===== src/rtl/multicycle_control_unit.sv =====
// Multi-cycle control FSM for the 8-bit core: FETCH/DECODE/EXEC/MEM/WB sequencing with memory
// ready stalls. Optional memory wait timeout is enabled by defining CU_TIMEOUT_EN.
module multicycle_control_unit #(
   parameter int unsigned OPCODE_W    = 2,
   parameter int unsigned ALUOP_W     = 2,
   parameter int unsigned TIMEOUT_CYC = 16
) (
   input  logic                clk,
   input  logic                rst,
   input  logic                instr_valid,
   input  logic [OPCODE_W-1:0] opcode,
   output logic                instr_ready,
   input  logic                mem_ready,
   output logic [ALUOP_W-1:0]  ALUop,
   output logic                RegWrite,
   output logic                MemWrite,
   output logic                MemRead,
   output logic                ALUSrc,
   output logic                pc_en,
   output logic                busy,
   output logic                illegal_op,
   output logic                timeout
);

   typedef enum logic [2:0] {
      StFetch  = 3'd0,
      StDecode = 3'd1,
      StExec   = 3'd2,
      StMem    = 3'd3,
      StWb     = 3'd4
   } state_t;

   localparam logic [1:0] OpR     = 2'b00;
   localparam logic [1:0] OpLoad  = 2'b01;
   localparam logic [1:0] OpStore = 2'b10;

   state_t              state_q;
   logic [OPCODE_W-1:0] op_q;
   logic [1:0]          op_lo;
   logic                legal;
   logic                is_mem_op;
   logic                timeout_hit;

   assign op_lo     = op_q[1:0];
   assign legal     = (op_q >> 2) == '0;
   assign is_mem_op = (op_lo == OpLoad) || (op_lo == OpStore);

`ifdef CU_TIMEOUT_EN
   localparam int unsigned CntW = (TIMEOUT_CYC > 2) ? $clog2(TIMEOUT_CYC) : 1;
   logic [CntW-1:0] wait_q;

   // mem_ready in the final allowed cycle still counts as a normal completion
   assign timeout_hit = (state_q == StMem) && !mem_ready && (wait_q == CntW'(TIMEOUT_CYC - 1));

   always_ff @(posedge clk or posedge rst) begin
      if (rst) begin
         wait_q <= '0;
      end else if (state_q == StExec) begin
         wait_q <= '0;
      end else if (state_q == StMem && !mem_ready && !timeout_hit) begin
         wait_q <= wait_q + CntW'(1);
      end
   end
`else
   assign timeout_hit = 1'b0;
`endif

   always_ff @(posedge clk or posedge rst) begin
      if (rst) begin
         state_q <= StFetch;
         op_q    <= '0;
      end else begin
         case (state_q)
            StFetch: begin
               if (instr_valid) begin
                  op_q    <= opcode;
                  state_q <= StDecode;
               end
            end
            StDecode: state_q <= legal ? StExec : StFetch;
            StExec:   state_q <= is_mem_op ? StMem : StWb;
            StMem: begin
               if (mem_ready) begin
                  state_q <= (op_lo == OpLoad) ? StWb : StFetch;
               end else if (timeout_hit) begin
                  state_q <= StFetch;
               end
            end
            StWb:     state_q <= StFetch;
            default:  state_q <= StFetch;
         endcase
      end
   end

   // Moore decode of the registered state; only the MEM-cycle pc_en/timeout are qualified by
   // mem_ready, since a store retires in the same cycle memory acknowledges it.
   always_comb begin
      instr_ready = 1'b0;
      ALUop       = '0;
      RegWrite    = 1'b0;
      MemWrite    = 1'b0;
      MemRead     = 1'b0;
      ALUSrc      = 1'b0;
      pc_en       = 1'b0;
      illegal_op  = 1'b0;
      timeout     = 1'b0;
      case (state_q)
         StFetch:  instr_ready = 1'b1;
         StDecode: illegal_op  = !legal;
         StExec: begin
            ALUop  = (op_lo == OpR) ? ALUOP_W'(2) : '0;
            ALUSrc = (op_lo != OpR);
         end
         StMem: begin
            ALUSrc   = 1'b1;
            MemRead  = (op_lo == OpLoad);
            MemWrite = (op_lo == OpStore);
            pc_en    = (op_lo == OpStore) && mem_ready;
            timeout  = timeout_hit;
         end
         StWb: begin
            RegWrite = 1'b1;
            pc_en    = 1'b1;
         end
         default: ;
      endcase
   end

   assign busy = (state_q != StFetch);

endmodule


===== config.mk =====
export PLATFORM = sky130hd
export DESIGN_NAME = multicycle_control_unit
export DESIGN_NICKNAME = d
export VERILOG_FILES = /design/src/rtl/multicycle_control_unit.sv
export SDC_FILE = /design/constraint.sdc
export NUM_CORES = 1
export LEC_CHECK = 0
export CAP_MARGIN = 25
export CORE_AREA = 4 4 41 43
export DETAILED_ROUTE_END_ITERATION = 12
export DIE_AREA = 0 0 45 47
export MAX_ROUTING_LAYER = met4
export PLACE_DENSITY = 0.67
export SLEW_MARGIN = 20
export SYNTH_ARGS = -nofsm -noshare
export SYNTH_HDL_FRONTEND = slang
export SYNTH_SLANG_ARGS = --single-unit

===== constraint.sdc =====
create_clock -name clk -period 3.9 [get_ports clk]
set_input_delay 0.975 -clock clk [delete_from_list [all_inputs] [get_ports clk]]
set_output_delay 0.975 -clock clk [all_outputs]
set_load 0.01 [all_outputs]

; After elaboration in Yosys (flattened, before gate mapping)
; Index checks and enable logic that the tools add are counted.
[word_totals]
reg_bits = 5
input_bits = 6
out_inout_bits = 11
word_cells = 31
[classes]
eq_ne = 8
mux = 13
n_reduce_logical = 8
[ops]
columns = cell, count
row1 = 3-bit 2-to-1 mux, 4
row2 = 3-bit case mux with 4 select lines, 1
row3 = "3-bit by 2-bit equality test with 1-bit output, second input constant", 2
row4 = 1-bit 2-to-1 mux, 4
row5 = 2-bit 2-to-1 mux, 2
row6 = "2-bit != test, second input constant", 2
row7 = 1-bit case mux with 2 select lines, 2
row8 = 2-bit AND reduction, 2
row9 = "3-bit by 1-bit equality test with 1-bit output, second input constant", 1
row10 = "3-bit equality test, second input constant", 1
row11 = 3-bit zero test, 1
row12 = 3-bit nonzero test, 1
row13 = "2-bit by 1-bit equality test with 1-bit output, second input constant", 1
row14 = "2-bit equality test, second input constant", 1
row15 = 2-bit zero test, 1
row16 = 2-bit nonzero test, 1
row17 = 1-bit logical AND, 1
row18 = 1-bit logical OR, 1

; Depth between registers and ports, before layout
; Gate-level depths: netlist (run 1).
[logic_depth]
depth_word = 4
ltp_mapped = 5
depth_no_buf = 5

; Worst setup path after synthesis (run 1)
; Ideal clock, no wire load.
[synth_timing]
kind = input-to-output
startpoint = in mem_ready
endpoint = out pc_en
arrival_time_ns = 1.141
t_required_ns = 2.925
setup_slack_ns = 1.784
stages = 1
n_path_buf = 0
cell_sequence = a21o_1
[synth_between]
elab_chain_len = 2
[synth_lines]
columns = element, line_no
row1 = "start, declared", 13  ; input logic mem_ready,
row2 = 1-bit logical AND, 118  ; pc_en = (op_lo == OpStore) && mem_ready;
row3 = 1-bit case mux with 2 select lines, 107  ; case (state_q)
row4 = "end, declared", 19  ; output logic pc_en,
; No other way between the ends.

; Worst setup path in the final report (run 1)
; Same ends and word-level chain as after synthesis.

==> results.sh, run 1 <==
export IMPL_nets=67
export IMPL_postCtsSetupBuffers=0
export IMPL_final_common_cell="clkdlybuf4s50_1"
export IMPL_grt_pass1_vias=261
export IMPL_p_leak_nw=0.248
export IMPL_arrival_ns=2.13
export IMPL_clock_fmax_mhz=322
export IMPL_drt_total_wl_um=719
export IMPL_setup_viol=0
export IMPL_cp_required_ns=2.92
export IMPL_vias=316
export IMPL_core_area_um2=1300
export IMPL_ys_ff_latch=5
export IMPL_cts_buffer_depth=2
export IMPL_cts_tree="done"
export IMPL_skew_ns=0.000521
export IMPL_yosys_warnings=0
export IMPL_fp_dieH_um=47
export IMPL_ys_async_sr_fraction_pct=100
export IMPL_syn_area_um2=393
export IMPL_endpoint_kind="output port"
export IMPL_status="finished, final reports clean"
export IMPL_dp_cells=68
export IMPL_num_antenna_cells=0
export IMPL_drc=0
export IMPL_h_tree_depth=1
export IMPL_grt_met1_usage_pct=6.22
export IMPL_grt_pass1_wl_um=1020
export IMPL_ant_nets=0
export IMPL_multiInputGateArea_um2=215
export IMPL_fin_crit_ns=3.11
export IMPL_wl_per_cell_um=9.99
export IMPL_first_iter_violations=5
export IMPL_synth_area_per_cell_um2=9.14
export IMPL_timing_final_max_slew_violations=0
export IMPL_fin_util_pct=41.1
export IMPL_whs_ns=0.600
export IMPL_layoutNonFillerInstCount=72
export IMPL_rsz0062_at_grt="no"
export IMPL_antenna_found_initial=0
export IMPL_grt_busiest_layer="met2"
export IMPL_critPathMaxFanout=4
export IMPL_portBuffers=13
export IMPL_holdBufCountCts=0
export IMPL_postSynthCellCount=43
export IMPL_totalPowerFinal_mw=0.381
export IMPL_gr_total_overflow=0
export IMPL_drive_gt1_share_pct=14.0
export IMPL_grtUsageMet3_pct=1.53
export IMPL_ys_types=24
export IMPL_use_met2_pct=12.7
export IMPL_regArea_um2=125
export IMPL_startpoint_type="primary input"
export IMPL_io_pins=17
export IMPL_clock_sinks=5
export IMPL_initial_core_util_pct=30.2
export IMPL_hold_class="reg -> reg"
export IMPL_die_area_um2=2120
export IMPL_dpl_hpwl_um=639
export IMPL_fin_crit_sh_pct=79.7
export IMPL_clk_latency_ns=0.23
export IMPL_gp_congestion=0.711
export IMPL_vias_per_cell=4.39
export IMPL_cts_reportedPaths_clkPinSlew_ns=0.04
export IMPL_area_growth_syn_to_layout_pct=36.0
export IMPL_die_x_um=45
export IMPL_final_cell_mix="clkdlybuf4s50_1 (13), dfrtp_1 (5), inv_1 (4), nand2_1 (4)"
export IMPL_fillers=146
export IMPL_tns_ns=0
export IMPL_grt_max_degree=13
export IMPL_track_usage_pct=7.46
export IMPL_power_density_nw_per_um2=714
export IMPL_cap_violations=0
export IMPL_cts_buffers=3
export IMPL_critical_path_class="in -> out"
export IMPL_cts_root_buf="clkbuf_4"
export IMPL_row_count=13
export IMPL_post_cts_resized=0
export IMPL_synth_edf_count=0
export IMPL_synth_ff_type="dfrtp_1"
export IMPL_yosysSeqAreaShare_pct=31.8
export IMPL_ir_worst_vdd_mv=0.276
export IMPL_dr_pass1_iters=2
export IMPL_final_hold_violation_count=0
[flip-flops by register name (all words and copies together), names as in the netlist]
name	flops
op_lo	2
state_q	3
[Yosys cell counts (2+ instances only)]
cell / instances / share of area, %
buf_4: 4 / 7.6
ha_1: 3 / 9.6
inv_1: 4 / 3.8
o21ai_0: 2 / 2.5
a21oi_1: 3 / 3.8
nor2_1: 2 / 1.9
nand2_1: 4 / 3.8
dfrtp_1: 5 / 32
[worst max-delay path, stage by stage]
cell             delay (ns)
clkdlybuf4s50_1        0.51
a21o_1                 0.12
clkdlybuf4s50_1        0.53
[final cells by class]
cell class,instances,area share [%]
well taps,15,3.51
flip-flops and latches,5,23.4
clock buffers,4,4.92
inverters,5,3.51
repair buffers,13,24.4
multi-input cells,30,40.3
[report_power, final]
group | internal, mW | switching [mW] | leakage (nW)
sequential | 0.0748 | 0.0422 | 0.0630
combinational | 0.114 | 0.0941 | 0.170
clock | 0.0385 | 0.0179 | 0.0150
[cell families after synthesis]
family	synth area share (%)
AND/OR/NAND/NOR	27.4
buffers and inverters	15.3
AO/OA/AOI/OAI	12.1
flip-flops	31.8
adder cells (fa/ha/maj)	9.56
multiplexers	2.87
other	0.954
[path summary, 6_finish.rpt]
kind	from	to	slack, ns	depth (start not counted)
setup / recovery	mem_ready	pc_en	0.79	3
hold / removal	op_lo[0]	op_lo[0]	0.60	2
setup reg to reg	op_lo[1]	state_q[0]	2.64	5
hold reg to reg	op_lo[0]	op_lo[0]	0.60	2
max in group asynchronous	rst	state_q[1]	2.81	2
min in group asynchronous	rst	state_q[0]	0.93	2
[through the flow]
stage | cell area (um2) | worst slack, ns
after floorplan | 400 | 1.78
after global placement | 508 | 0.805
after detailed placement | 508 | 0.785
after CTS | 534 | 0.785
after global routing | 534 | 0.757
final | 534 | 0.792
[metal layers]
layer,up-vias,share of wire (%)
met2,9,55
met1,143,38
met4,0,0
met5,-,0
li1,164,-
met3,0,6.7
No activity file was read; power rests on OpenSTA's default activity.
==> run 2: changes to the inputs <==
==> constraint.sdc (replaced) <==
create_clock -name clk -period 2.87 [get_ports clk]
set_input_delay 0.7175 -clock clk [delete_from_list [all_inputs] [get_ports clk]]
set_output_delay 0.7175 -clock clk [all_outputs]
set_load 0.01 [all_outputs]
==> run 2 against run 1 <==
Register-to-register slack got worse by 1.0 ns. First-iteration DRC count did not move. Flip-flop and latch count did not move. Critical path depth did not move. Sequential share of layout area did not move. Core utilization did not move. Hold slack got worse by 0.0010 ns. Clock skew barely moved. Clock power rose by 37%. Total power rose by 36%. Largest cell class unchanged. Largest power group unchanged. Highest routed layer unchanged.
==> results.sh, run 2 (same netlist as run 1, synthesis figures left out) <==
export IMPL_num_antenna_cells=0
export IMPL_track_usage_pct=7.46
export IMPL_timing_final_max_slew_violations=0
export IMPL_r2r_end="state_q[0]"
export IMPL_largest_register_ffs=3
export IMPL_die_area_um2=2120
export IMPL_startpoint_type="primary input"
export IMPL_endpoint_kind="output port"
export IMPL_drt_total_wl_um=720
export IMPL_core_area_um2=1300
export IMPL_gp_congestion=0.711
export IMPL_area_growth_syn_to_layout_pct=36.0
export IMPL_holdBufCountCts=0
export IMPL_final_hold_violation_count=0
export IMPL_dr_pass1_iters=3
export IMPL_critical_path_class="in -> out"
export IMPL_hold_class="reg -> reg"
export IMPL_cp_required_ns=2.15
export IMPL_setup_viol=0
export IMPL_reg2reg_slack_ns=1.61
export IMPL_grt_pass1_vias=260
export IMPL_cap_violations=0
export IMPL_io_pins=17
export IMPL_clock_fmax_mhz=385
export IMPL_grt_max_degree=13
export IMPL_cts_tree="done"
export IMPL_final_common_cell="clkdlybuf4s50_1"
export IMPL_first_iter_violations=5
export IMPL_h_tree_depth=1
export IMPL_top_register="state_q"
export IMPL_row_count=13
export IMPL_postCtsSetupBuffers=0
export IMPL_totalPowerFinal_mw=0.518
export IMPL_ant_nets=0
export IMPL_antenna_found_initial=0
export IMPL_cts_buffer_depth=2
export IMPL_clock_sinks=5
export IMPL_rsz0062_at_grt="no"
export IMPL_fp_dieH_um=47
export IMPL_power_density_nw_per_um2=970
export IMPL_drc=0
export IMPL_nets=67
export IMPL_tns_ns=0
export IMPL_post_cts_resized=0
export IMPL_fin_crit_ns=2.60
export IMPL_critPathMaxFanout=4
export IMPL_arrival_ns=1.88
export IMPL_p_leak_nw=0.248
export IMPL_clk_latency_ns=0.24
export IMPL_crit_start="mem_ready"
export IMPL_drive_gt1_share_pct=14.0
export IMPL_dpl_hpwl_um=638
export IMPL_vias=319
export IMPL_fin_crit_sh_pct=90.4
export IMPL_r2r_start="op_lo[0]"
export IMPL_cts_reportedPaths_clkPinSlew_ns=0.04
export IMPL_endpoint="pc_en"
export IMPL_cts_buffers=3
export IMPL_reg2reg_depth=5
export IMPL_skew_ns=0.000436
export IMPL_gr_total_overflow=0
export IMPL_die_x_um=45
export IMPL_status="finished, final reports clean"
export IMPL_initial_core_util_pct=30.2
export IMPL_grt_pass1_wl_um=1020
export IMPL_cts_root_buf="clkbuf_4"
export IMPL_final_cell_mix="clkdlybuf4s50_1 (13), dfrtp_1 (5), inv_1 (4), nand2_1 (4)"
export IMPL_wl_per_cell_um=10.0
export IMPL_portBuffers=13
export IMPL_fillers=149
export IMPL_vias_per_cell=4.43
export IMPL_ir_worst_vdd_mv=0.374
run 2: cell counts in the layout (fill, tap and decap cells not counted):
Identical to the previous run, type by type.
run 2: power breakdown:
group	switching (mW)	internal, mW
Sequential	0.0572	0.102
Combinational	0.128	0.155
Clock	0.0249	0.0523
run 2: worst min path at each step:
| stage | startpoint | endpoint | cells after the start |
|---|---|---|---|
| 2_1_floorplan | rst | op_lo[0] | 1 |
| 6_report | op_lo[1] | op_lo[1] | 2 |
| 4_1_cts | op_lo[0] | op_lo[0] | 2 |
| 3_5_place_dp | op_lo[0] | op_lo[0] | 2 |
| 3_3_place_gp | op_lo[0] | op_lo[0] | 2 |
| 5_1_grt | op_lo[0] | op_lo[0] | 2 |
run 2: worst max-delay path, cell delays in order:
cell and delay (ns):
clkdlybuf4s50_1 0.51, a21o_1 0.12, clkdlybuf4s50_1 0.53
run 2: layout make-up:
type	instances	area, um2	area share (%)
Sequential cell	5	125	23.4
Timing Repair Buffer	13	130	24.4
Tap cell	15	18.8	3.51
Clock buffer	4	26.3	4.92
Inverter	5	18.8	3.51
Multi-Input combinational cell	30	215	40.3
run 2: per-layer routing:
metal / global-route usage (%) / vias up / share of wire [%] / wire length (um)
met4: 8.77 / 0 / 0 / 0
met3: 1.53 / 0 / 6.7 / 48
met2: 12.7 / 9 / 55 / 394
met1: 6.22 / 145 / 38 / 277
met5: - / - / 0 / 0
li1: - / 165 / - / -
run 2: through the flow:
step | worst slack, ns | utilization (%) | cell area, um2 | std cells | hold slack (ns)
floorplan | 1.14 | - | 400 | 45 | 0.496
global placement | 0.290 | 39.0 | 508 | 68 | 0.577
detailed placement | 0.270 | 39.0 | 508 | 68 | 0.596
CTS | 0.270 | 41.1 | 534 | 72 | 0.603
global route | 0.242 | 41.1 | 534 | 72 | 0.621
finish | 0.275 | 41.1 | 534 | 72 | 0.599
==> RTL edit, RTL diff (settings of run 2) <==
Re-encode `state_t` (5 states) as one-hot, 5 bits wide.
--- a/src/rtl/multicycle_control_unit.sv
+++ b/src/rtl/multicycle_control_unit.sv
@@ -23,10 +23,10 @@
 );
 
-   typedef enum logic [2:0] {
-      StFetch  = 3'd0,
-      StDecode = 3'd1,
-      StExec   = 3'd2,
-      StMem    = 3'd3,
-      StWb     = 3'd4
+   typedef enum logic [4:0] {
+      StFetch  = 5'b00001,
+      StDecode = 5'b00010,
+      StExec   = 5'b00100,
+      StMem    = 5'b01000,
+      StWb     = 5'b10000
    } state_t;
 
Function: no difference found for any inputs over 10 cycles, from zero or initial values and one cycle with rst high; not proved beyond that.
==> RTL edit against run 2 <==
Design area increased by 28%. Worst hold slack got worse by 0.074 ns. Global-route usage increased by 3.6 points. Sequential cell count increased by 2. Critical path depth unchanged. Routed wire length increased by 33%. Power decreased by 3.0%. Setup slack improved by 0.086 ns. Area after synthesis increased by 34%. Non-clock buffer count increased by 1. Critical path type is now register to primary output. Largest cell class unchanged. Largest power group unchanged. Highest routed layer is now met4.
==> RTL edit: results (changes against run 2) <==
r2r-start: "state_q[4]"  # was op_lo[0]
synth_cell_types: 32  # was 24
grt_use_met1: 0.1419  # was 0.06221
seq_area_frac_synth: 0.3349  # was 0.3185
clock_latency_ns: 0.25
synth_area_leaders: "dfrtp_1 29%, ha_1 7.1%, dfstp_2 5.0%, and3_1 4.8%, buf_4 4.3%"  # was dfrtp_1 32%, ha_1 9.6%, buf_4 7.6%, nor4b_4 6.1%, a21oi_1 3.8%
netlist_top_cells_count: "6 x dfrtp_1, 5 x inv_1, 4 x and3_1"  # was 5 x dfrtp_1, 4 x buf_4, 4 x inv_1, 4 x nand2_1
critPathMaxFanout: 7  # was 4
largest_reg_flops: 5  # was 3
dr.pass1.iters: 2  # was 3
peakVddDrop_mv: 0.3613  # was 0.3743 mV
worstHoldStart: "op_lo[0]"  # was op_lo[1]
met3_usage: 0.01149  # was 0.01533
antenna_found_initial: 0  # unchanged
htreeDepth: 1  # unchanged
drive_gt1_frac: 0.1667  # was 0.1404
gp_congestion: 0.7425  # was 0.7113
port_buffers: 13  # unchanged
grt_use_total: 0.1110  # was 0.07459
grt_util_met2: 0.1667  # was 0.1271
cts_resized: 0  # unchanged
arrival_ns: 1.79  # was 1.88 ns
yosysWarnings: 0  # unchanged
nFillCells: 132  # was 149
clockRootBuffer: "clkbuf_4"  # unchanged
grt_max_degree: 12  # was 13
cts.clk_slew.worst_paths_ns: 0.05
crit_path_start_kind: "register"  # was input pin
grt_pass1_vias: 394  # was 260
initialDrtViolationCount: 1  # was 5
worstRegToRegCells: 3  # was 5
finClkSkew_ns: 0.005655  # was 0.0004362 ns
nets: 82  # was 67
numCtsBuffers: 3  # unchanged
grt_pass1_wl_mm: 1.649  # was 1.021 mm
vias_per_cell: 4.954  # was 4.431
gr-total-overflow: 0  # unchanged
routedWlPerCell_um: 11.01  # was 10.00 um
outcome: "finished clean"  # unchanged
largest-register: "state_q"  # unchanged
dpl.hpwl_um: 771.6  # was 638.3 um
holdPathStages: 1  # was 2
power_leakage_uw: 0.0003436  # was 0.0002479 uW
RTL edit: cell count changes after synthesis, moves of 2 or more:
cell,change
and3_2,+2
and3b_1,+2
a21oi_1,-2
nand2_1,-4
mux2_1,+2
nor2b_1,+2
nand3_1,+2
and3_1,+3
RTL edit: critical path: cells and delay by family, from the launching register on:
| kind | cells | cell delay [ns] |
|---|---|---|
| AND/OR/NAND/NOR | 2 | 0.56 |
| buffers and inverters | 1 | 0.53 |
| flip-flops | 1 | 0.46 |
RTL edit: final cells by class:
type                       instances  area [sq um]  share of cell area
multi-input combinational         41         301.5              0.4398
sequential                         7         176.4              0.2573
timing repair buffer              14         140.1              0.2044
clock buffer                       4         26.28             0.03832
inverter                           6         22.52             0.03285
tap                               15         18.77             0.02737
RTL edit: cell families after synthesis:
logic type / Yosys count / synth area share
AOI/OAI and AO/OA: 7 / 0.08788
adders and majority gates: 3 / 0.07127
buffers and inverters: 10 / 0.1069
DFF: 7 / 0.3349
muxes: 3 / 0.06176
other: 1 / 0.007119
and+or+nand+nor: 25 / 0.3302
RTL edit: per-stage QoR:
stage	cell area (sq um)	util	worst slack (ns)	total power (uW)	std cells
finish	685.7	0.5269	0.3610	502.9	87
global placement	656.9	0.5048	0.07886	420.1	83
global route	685.7	0.5269	0.2647	553.9	87
CTS	683.2	0.5250	0.06055	513.4	87
detailed placement	656.9	0.5048	0.06845	423.0	83
floorplan	534.3	-	1.072	334.4	58
RTL edit: worst paths after layout:
kind / endpoint / slack (ns)
max: ALUop[1] / 0.36
min: op_lo[0] / 0.52
max in group asynchronous: state_q[0] / 1.92
min reg2reg: op_lo[0] / 0.52
max reg2reg: op_lo[0] / 1.59
min in group asynchronous: state_q[3] / 0.69
RTL edit: routing by layer:
metal | part of all wire | vias to the layer above
met2 | 0.46 | 9
met1 | 0.48 | 199
met5 | 0 | -
li1 | - | 221
met4 | 0.0084 | 0
met3 | 0.049 | 2
RTL edit: power by group:
part           leakage [uW]  internal (uW)  switching [uW]
combinational      0.000240            127             110
sequential        0.0000885            136            41.6
clock             0.0000150           52.9            34.8
